$ cat config.mk
export PLATFORM = sky130hd
export DESIGN_NAME = azadi_prog_loader
export DESIGN_NICKNAME = d
export VERILOG_FILES = /design/src/rtl/azadi_prog_loader.sv
export SDC_FILE = /design/constraint.sdc
export NUM_CORES = 1
export LEC_CHECK = 0
export ABC_AREA = 1
export CORE_MARGIN = 10
export CORE_UTILIZATION = 51
export DETAILED_ROUTE_END_ITERATION = 8
export PLACE_DENSITY = 0.8
export SYNTH_ARGS = -nofsm -noshare
export SYNTH_HDL_FRONTEND = slang
export SYNTH_SLANG_ARGS = --single-unit
$ cat constraint.sdc
create_clock -name clk_i -period 1.7 [get_ports clk_i]
set_input_delay 0.425 -clock clk_i [delete_from_list [all_inputs] [get_ports clk_i]]
set_output_delay 0.425 -clock clk_i [all_outputs]
set_load 0.03 [all_outputs]
$ cat src/rtl/azadi_prog_loader.sv
// UART boot loader: while the prog button has started a load, receives 8N1 bytes,
// packs them little-endian into 32-bit words and writes them to instruction memory.
module azadi_prog_loader #(
  parameter int unsigned ADDR_W   = 10,
  parameter logic [31:0] EOF_WORD = 32'h0000_0FFF
) (
  input  logic              clk_i,
  input  logic              rst_ni,
  input  logic              prog_i,
  input  logic [15:0]       clks_per_bit_i,
  input  logic              uart_rx_i,
  input  logic              mem_gnt_i,
  output logic              core_rst_no,
  output logic              mem_req_o,
  output logic              mem_we_o,
  output logic [ADDR_W-1:0] mem_addr_o,
  output logic [31:0]       mem_wdata_o,
  output logic              busy_o,
  output logic              done_o,
  output logic [1:0]        err_o
);

  typedef enum logic [1:0] {S_IDLE, S_LOAD, S_DRAIN} top_e;
  typedef enum logic [1:0] {RX_IDLE, RX_START, RX_DATA, RX_STOP} rx_e;

  logic [1:0]        prog_sync_q, rx_sync_q;
  logic              prog_prev_q;
  top_e              state_q, state_d;
  rx_e               rx_q, rx_d;
  logic [15:0]       cnt_q, cnt_d, per_q, per_d;
  logic [2:0]        bit_q, bit_d;
  logic [7:0]        shift_q, shift_d;
  logic [1:0]        bcnt_q, bcnt_d;
  logic [23:0]       word_q, word_d;
  logic              req_q, req_d, full_q, full_d;
  logic [ADDR_W-1:0] addr_q, addr_d;
  logic [31:0]       wdata_q, wdata_d;
  logic              core_rst_q, core_rst_d, done_q, done_d;
  logic [1:0]        err_q, err_d;
  logic              prog_rise, rx_bit, byte_ok;
  logic [31:0]       word_full;

  assign prog_rise = prog_sync_q[1] & ~prog_prev_q;
  assign rx_bit    = rx_sync_q[1];
  assign word_full = {shift_q, word_q};

  always_ff @(posedge clk_i) begin
    if (!rst_ni) begin
      prog_sync_q <= 2'b00;
      prog_prev_q <= 1'b0;
      rx_sync_q   <= 2'b11;
      state_q     <= S_IDLE;
      rx_q        <= RX_IDLE;
      cnt_q       <= '0;
      per_q       <= '0;
      bit_q       <= '0;
      shift_q     <= '0;
      bcnt_q      <= '0;
      word_q      <= '0;
      req_q       <= 1'b0;
      full_q      <= 1'b0;
      addr_q      <= '0;
      wdata_q     <= '0;
      core_rst_q  <= 1'b0;
      done_q      <= 1'b0;
      err_q       <= '0;
    end else begin
      prog_sync_q <= {prog_sync_q[0], prog_i};
      prog_prev_q <= prog_sync_q[1];
      rx_sync_q   <= {rx_sync_q[0], uart_rx_i};
      state_q     <= state_d;
      rx_q        <= rx_d;
      cnt_q       <= cnt_d;
      per_q       <= per_d;
      bit_q       <= bit_d;
      shift_q     <= shift_d;
      bcnt_q      <= bcnt_d;
      word_q      <= word_d;
      req_q       <= req_d;
      full_q      <= full_d;
      addr_q      <= addr_d;
      wdata_q     <= wdata_d;
      core_rst_q  <= core_rst_d;
      done_q      <= done_d;
      err_q       <= err_d;
    end
  end

  always_comb begin
    state_d    = state_q;
    rx_d       = rx_q;
    cnt_d      = cnt_q;
    per_d      = per_q;
    bit_d      = bit_q;
    shift_d    = shift_q;
    bcnt_d     = bcnt_q;
    word_d     = word_q;
    req_d      = req_q;
    full_d     = full_q;
    addr_d     = addr_q;
    wdata_d    = wdata_q;
    core_rst_d = core_rst_q;
    done_d     = done_q;
    err_d      = err_q;
    byte_ok    = 1'b0;

    // A granted write retires; the last address latches "full" instead of wrapping.
    if (req_q && mem_gnt_i) begin
      req_d = 1'b0;
      if (addr_q == '1) full_d = 1'b1;
      else              addr_d = addr_q + 1'b1;
    end

    case (state_q)
      S_LOAD: begin
        case (rx_q)
          RX_IDLE: if (!rx_bit) begin
            rx_d  = RX_START;
            cnt_d = 16'd1;
            per_d = (clks_per_bit_i < 16'd2) ? 16'd2 : clks_per_bit_i;
          end
          RX_START: begin
            if (cnt_q == (per_q >> 1)) begin
              cnt_d = 16'd1;
              bit_d = '0;
              rx_d  = rx_bit ? RX_IDLE : RX_DATA;
            end else cnt_d = cnt_q + 16'd1;
          end
          RX_DATA: begin
            if (cnt_q == per_q) begin
              cnt_d   = 16'd1;
              shift_d = {rx_bit, shift_q[7:1]};
              bit_d   = bit_q + 3'd1;
              if (bit_q == 3'd7) rx_d = RX_STOP;
            end else cnt_d = cnt_q + 16'd1;
          end
          default: begin
            if (cnt_q == per_q) begin
              rx_d = RX_IDLE;
              if (rx_bit) byte_ok  = 1'b1;
              else        err_d[0] = 1'b1;
            end else cnt_d = cnt_q + 16'd1;
          end
        endcase

        if (byte_ok) begin
          bcnt_d = bcnt_q + 2'd1;
          case (bcnt_q)
            2'd0: word_d[7:0]   = shift_q;
            2'd1: word_d[15:8]  = shift_q;
            2'd2: word_d[23:16] = shift_q;
            default: begin
              if (word_full == EOF_WORD) state_d = S_DRAIN;
              else if (req_q || full_q)  err_d[1] = 1'b1;
              else begin
                req_d   = 1'b1;
                wdata_d = word_full;
              end
            end
          endcase
        end
      end
      S_DRAIN: begin
        rx_d = RX_IDLE;
        if (!req_q || mem_gnt_i) begin
          state_d    = S_IDLE;
          done_d     = 1'b1;
          core_rst_d = 1'b1;
        end
      end
      default: begin
        rx_d       = RX_IDLE;
        core_rst_d = 1'b1;
        if (prog_rise) begin
          state_d    = S_LOAD;
          core_rst_d = 1'b0;
          done_d     = 1'b0;
          err_d      = '0;
          bcnt_d     = '0;
          addr_d     = '0;
          full_d     = 1'b0;
        end
      end
    endcase
  end

  assign core_rst_no = core_rst_q;
  assign mem_req_o   = req_q;
  assign mem_we_o    = req_q;
  assign mem_addr_o  = addr_q;
  assign mem_wdata_o = wdata_q;
  assign busy_o      = (state_q != S_IDLE);
  assign done_o      = done_q;
  assign err_o       = err_q;

endmodule

# Word level (Yosys, flattened, before mapping)
# Cells that the tools add are included.
# Widths: inputs -> output; s select.
# totals
reg_bits,126
latch_bits,0
ramBits,0
romBits,0
inputBits,21
out_inout_bits,49
wordCells,146
mem_count,0
# op_classes
add_sub_neg,4
mul,0
div,0
magnitude_cmp,1
eq_ne,25
shift,0
mux,56
bitwise_logic,8
reduce_logical,31
# op_table
operator,count
$mux 16,5
$pmux 16 s3,1
$mux 10,4
$eq 32x12->1 const B,1
$mux 2,13
$ne 2x2->1 const B,13
$mux 1,24
$reduce_and 3->1,8
$reduce_and 5->1,4
$add 16x1->16 const B,1
$eq 16x15->1,1
$eq 16x16->1,1
$lt 16x2->1 const B,1
$pmux 2 s2,3
$add 10x1->10 const B,1
$eq 10x10->1 const B,1
$reduce_bool 2->1,4
$not 1->1,7
$eq 2x1->1 const B,3
$eq 2x2->1 const B,3
$mux 3,2
$pmux 2 s3,1
$pmux 3 s2,1
$reduce_and 6->1,1
other kinds (15),21

# Logic depth before layout (Yosys ltp)
# depth
depth_word,7
depth_mapped,14
mapped_depth_nobuf,13

# Worst setup path after synthesis
# OpenSTA, ideal clock, no wires.
# synth_timing
path_type,flip-flop to flip-flop
startpoint,register addr_q[0] (netlist: mem_addr_o[0])
endpoint,register addr_q[8] (netlist: mem_addr_o[8])
setup_time_ns,0.056
t_arrival_ns,1.784
required_time_ns,1.644
path_slack_ns,-0.139
path_stages_with_launch,11
n_path_buf,0
period_less_slack_ns,1.839
path_cell_list,dfxtp_1 ha_1 nand2_1 nor3_1 nand2_1 inv_1 nand3_1 or2_2 nand3_1 nand2_1 inv_1
# synth_between
elab_chain_len,5
elab_cells_between_ends,6
cone_classes,add/sub: 1; eq/ne: 1; mux: 4
# synth_rtl
item,line_no,text
"start, declared",36,"logic [ADDR_W-1:0] addr_q, addr_d;"
"start signal, assigned",81,addr_q <= addr_d;
$add 10x1->10 / $eq 10x10->1 (equally long branches),"111, 110",
$mux 10 (*),110,if (addr_q == '1) full_d = 1'b1;
$mux 10 (*),108,if (req_q && mem_gnt_i) begin
$mux 10,174,if (prog_rise) begin
$mux 10 (*),114,case (state_q)
# Mark *: on every way between the ends. The rest lies on a longest branch, timed or not.
# A chain may end at the register's enable or synchronous reset.

# Final worst setup path
# layout_timing
startpoint,register per_q[0]
endpoint,register wdata_q[30] (netlist: mem_wdata_o[30])
# layout_between
elab_chain_len,5
# layout_rtl
item,line_no,text
"start, declared",30,"logic [15:0] cnt_q, cnt_d, per_q, per_d;"
"start signal, assigned",74,per_q <= per_d;
$eq 16x16->1,138,if (cnt_q == per_q) begin
$mux 1,138,
$mux 1,116,case (rx_q)
$mux 1,114,
$reduce_and 5->1 (no line),n/a,
"end signal, assigned",82,wdata_q <= wdata_d;
"end, declared",37,"logic [31:0] wdata_q, wdata_d;"
# Every way passes these cells. The select of a mux whose other input is x is not followed.

==> impl_metrics.tcl <==
set metrics [dict create \
    clock_tree.buffer_depth 2 \
    finish.net_count 1172 \
    synthesis.area_um2 6207 \
    finalCoreUtilization 0.8399 \
    grt_overflow 0 \
    finalClockSkew_ns 0.01765 \
    number_of_buffers_created_by_cts 17 \
    dr_total_vias 7976 \
    startpoint_type_of_the_worst_setup_path "flip-flop" \
    synthesis.instances 947 \
    postLayoutSetupSlackWorst_ns -0.4752 \
    avgViaCountPerCell 6.140 \
    area_growth_syn_to_layout_pct 61.84 \
    power-per-cell-area_nw_per_um2 790.6 \
    post_drt_wl_per_cell_um 21.22 \
    vdd_ir_drop_max_v 0.0005731 \
    boundaryPins 70 \
    die_height_um 130.3 \
    violations "setup timing" \
    via_count_of_the_first_global_routing_pass 7087 \
    timing.final.hold_violations 0 \
    globalplace.congestion 0.8976 \
    crit-reg2reg-capture "mem_wdata_o[30]" \
    port_buffers 69 \
    die_width_um 130.3 \
    fillers 596 \
    post-route-drc-count 0 \
    power.static_leakage_nw 4.552 \
    synthDominantCellAreaShare 0.4064 \
    grt_antenna_before_repair 0 \
    timing_worst_setup_path_type "flip-flop to flip-flop" \
    multi_input_area_um2 4290 \
    post-place-ws_ns -0.2038 \
    all_layer_global_routing_usage 0.2501 \
    area_of_the_die_um2 16980 \
    clkSinkCount 126 \
    finalInstanceArea_um2 10050 \
    async_flop_share 0 \
    cts-root-buf "sky130_fd_sc_hd__clkbuf_16" \
    ctsHtreeMaxLevel 4 \
    worst-endpoint-arrival_ns 2.50 \
    worstSkewPairLatency_ns 0.45 \
    ys_seq_area_frac 0.4064 \
    critical_path.max_fanout 13 \
    outcome "complete, but fails checks" \
    synth.ff_latch_count 126 \
    ant_nets 0 \
    actual_transition_at_the_worst_max_transition_pin_ns 0.5793 \
    timing.slew.headroom 0.6138 \
    route.final.wire_length_mm 27.56 \
    min-delay-path-class "flip-flop to flip-flop" \
    rsz0062_at_grt "yes" \
    initial_core_util 0.5189 \
    setup.reg_to_reg.worst_slack_ns -0.48 \
    leading_cell_types_by_total_area_after_synthesis "sky130_fd_sc_hd__dfxtp_1 41%, sky130_fd_sc_hd__nand2_1 13%, sky130_fd_sc_hd__nor2_1 13%" \
    finalWorstPathRequiredPeriod_ns 2.175 \
    n_antenna_cell 0 \
    timing.critical_path.to "mem_wdata_o[30]" \
    post_synth_most_frequent_cells "217 x sky130_fd_sc_hd__nand2_1, 207 x sky130_fd_sc_hd__nor2_1, 126 x sky130_fd_sc_hd__dfxtp_1, 79 x sky130_fd_sc_hd__inv_1, 62 x sky130_fd_sc_hd__nand3_1" \
    final_cells 1299 \
    final_min_period_over_clock_period 1.280 \
    fp_rows 40 \
    timing.reg2reg.worst_path_depth 13 \
    end_kind "flip-flop" \
    synth_enable_flop_cells 0 \
    synth.yosys.warnings 0 \
    drive_above_1_share 0.4167 \
    detailed_place.area_um2 7806 \
    dp_cells 1239 \
    post_cts_hold_buffer_count 0 \
    clock_tree_from_tritoncts "yes" \
    clkSlewWorstSetupHoldPaths_ns 0.06 \
    placeableCoreArea_um2 11960 \
    wire_length_of_the_first_global_routing_pass_mm 33.82 \
    seq_area_um2 2581 \
    drt_iter0_markers 1211 \
    fmax_ghz 0.4597 \
    most_instantiated_library_cell_after_synthesis "sky130_fd_sc_hd__nand2_1" \
    detailed_place_hpwl_mm 12.05 \
    yosys.cell_types.count 27 \
    drv_cap 0 \
    average_cell_area_after_synthesis_um2 6.555 \
    synth_nets 979 \
    final.hold.worst_slack_ns 0.4096 \
    regToRegStartpoint "per_q[0]" \
    finalMaxSlewViolations 0 \
    crit_required_ns 2.03 \
    netlist.top_cell.by_area "sky130_fd_sc_hd__dfxtp_1" \
    ys.flop_type "sky130_fd_sc_hd__dfxtp_1" \
    grt_max_degree 32 \
    detailedRoute.firstPassIterationCount 7 \
    setup_violations 96 \
    worstSetupStartpoint "per_q[0]" \
]
-- power breakdown --
part | internal, mW | switching, mW
sequential | 2.98 | 0.0395
combinational | 0.482 | 0.700
clock | 2.27 | 1.47
-- per-layer routing --
layer,global-route usage,vias to the layer above,part of all wire
li1,-,3424,-
met1,0.2667,3627,0.34
met2,0.4316,671,0.47
met3,0.06166,254,0.10
met4,0.1647,0,0.093
met5,0,-,0
-- cell families (layout without fill, tap and decap cells) --
logic type | Yosys count | after routing | share of synthesized area
compound gates | 134 | 134 | 0.1147
xor+xnor | 16 | 16 | 0.02258
fa+ha+maj | 11 | 11 | 0.02217
buf+inv | 135 | 337 | 0.08849
flops | 126 | 126 | 0.4064
simple gates | 525 | 528 | 0.3457
-- layout make-up --
cell class,count,area share
Inverter,96,0.04160
Tap cell,147,0.01831
Timing Repair Buffer,208,0.1962
Multi-Input combinational cell,689,0.4271
Sequential cell,126,0.2569
Timing Repair inverter,2,0.001744
Clock buffer,22,0.04720
Clock inverter,9,0.01096
-- registers in the layout (all words and copies together) (netlist names) --
name         cells
mem_wdata_o     32
word_q          24
cnt_q           16
per_q           16
mem_addr_o      10
shift_q          8
bit_q            3
bcnt_q           2
err_o            2
prog_sync_q      2
rx_q             2
rx_sync_q        2
state_q          2
core_rst_no      1
done_o           1
full_q           1
mem_req_o        1
prog_prev_q      1
-- stage by stage --
stage | total power, mW | setup TNS (ns)
floorplan | 3.448 | 0
global route | 8.101 | -35.99
CTS | 7.449 | -5.901
detailed placement | 3.781 | -12.89
global placement | 3.769 | -11.27
finish | 7.943 | -29.78
-- worst max-delay path: stages (launching register included) --
cell and delay (ns):
sky130_fd_sc_hd__dfxtp_1 0.37, sky130_fd_sc_hd__inv_1 0.09, sky130_fd_sc_hd__nand2_1 0.08, sky130_fd_sc_hd__nand2_1 0.08, sky130_fd_sc_hd__nor2_1 0.18, sky130_fd_sc_hd__nand2_1 0.15, sky130_fd_sc_hd__nor2_4 0.15, sky130_fd_sc_hd__nand3_4 0.10
sky130_fd_sc_hd__nor2_4 0.15, sky130_fd_sc_hd__buf_12 0.12, sky130_fd_sc_hd__nand2_8 0.09, sky130_fd_sc_hd__clkbuf_16 0.21, sky130_fd_sc_hd__o21ai_2 0.20, sky130_fd_sc_hd__nor2_1 0.08
-- layout by cell type (no fill, tap or decap), types with 14 or more instances in the layout --
cell type	count
sky130_fd_sc_hd__inv_1	71
sky130_fd_sc_hd__nor2_2	53
sky130_fd_sc_hd__clkbuf_16	23
sky130_fd_sc_hd__nor2_1	133
sky130_fd_sc_hd__a211oi_1	14
sky130_fd_sc_hd__nand3_1	35
sky130_fd_sc_hd__xor2_1	15
sky130_fd_sc_hd__nand2_1	172
sky130_fd_sc_hd__nor2_4	25
sky130_fd_sc_hd__nand2_2	33
sky130_fd_sc_hd__dfxtp_2	26
sky130_fd_sc_hd__dlygate4sd2_1	41
sky130_fd_sc_hd__nand3_2	25
sky130_fd_sc_hd__buf_6	18
sky130_fd_sc_hd__inv_2	20
sky130_fd_sc_hd__a21oi_1	18
sky130_fd_sc_hd__clkdlybuf4s50_1	19
sky130_fd_sc_hd__dfxtp_1	93
sky130_fd_sc_hd__a21oi_2	21
sky130_fd_sc_hd__nand4_1	15
sky130_fd_sc_hd__buf_4	106
sky130_fd_sc_hd__o21ai_2	48
-- worst min path at each step --
stage                               from             end  slack [ns]  cells past startpoint
final                       rx_sync_q[0]    rx_sync_q[1]        0.41                      1
after global routing        rx_sync_q[0]    rx_sync_q[1]        0.41                      1
after CTS                         rst_ni  prog_sync_q[0]        0.37                      3
after detailed placement    rx_sync_q[0]    rx_sync_q[1]        0.40                      1
after global placement    prog_sync_q[0]  prog_sync_q[1]        0.39                      2
after floorplan           prog_sync_q[0]  prog_sync_q[1]        0.39                      2
-- timing repair --
| action | CTS | global route |
|---|---|---|
| cloned | 7 | 8 |
| endpoints found under the setup margin | 141 | 107 |
| pin swaps | 35 | 74 |
| resized for setup | 244 | 234 |
| endpoints found under the hold margin | 0 | 0 |
| setup buffers | 10 | 5 |
Note: power is estimated with default switching activity, not from simulation.
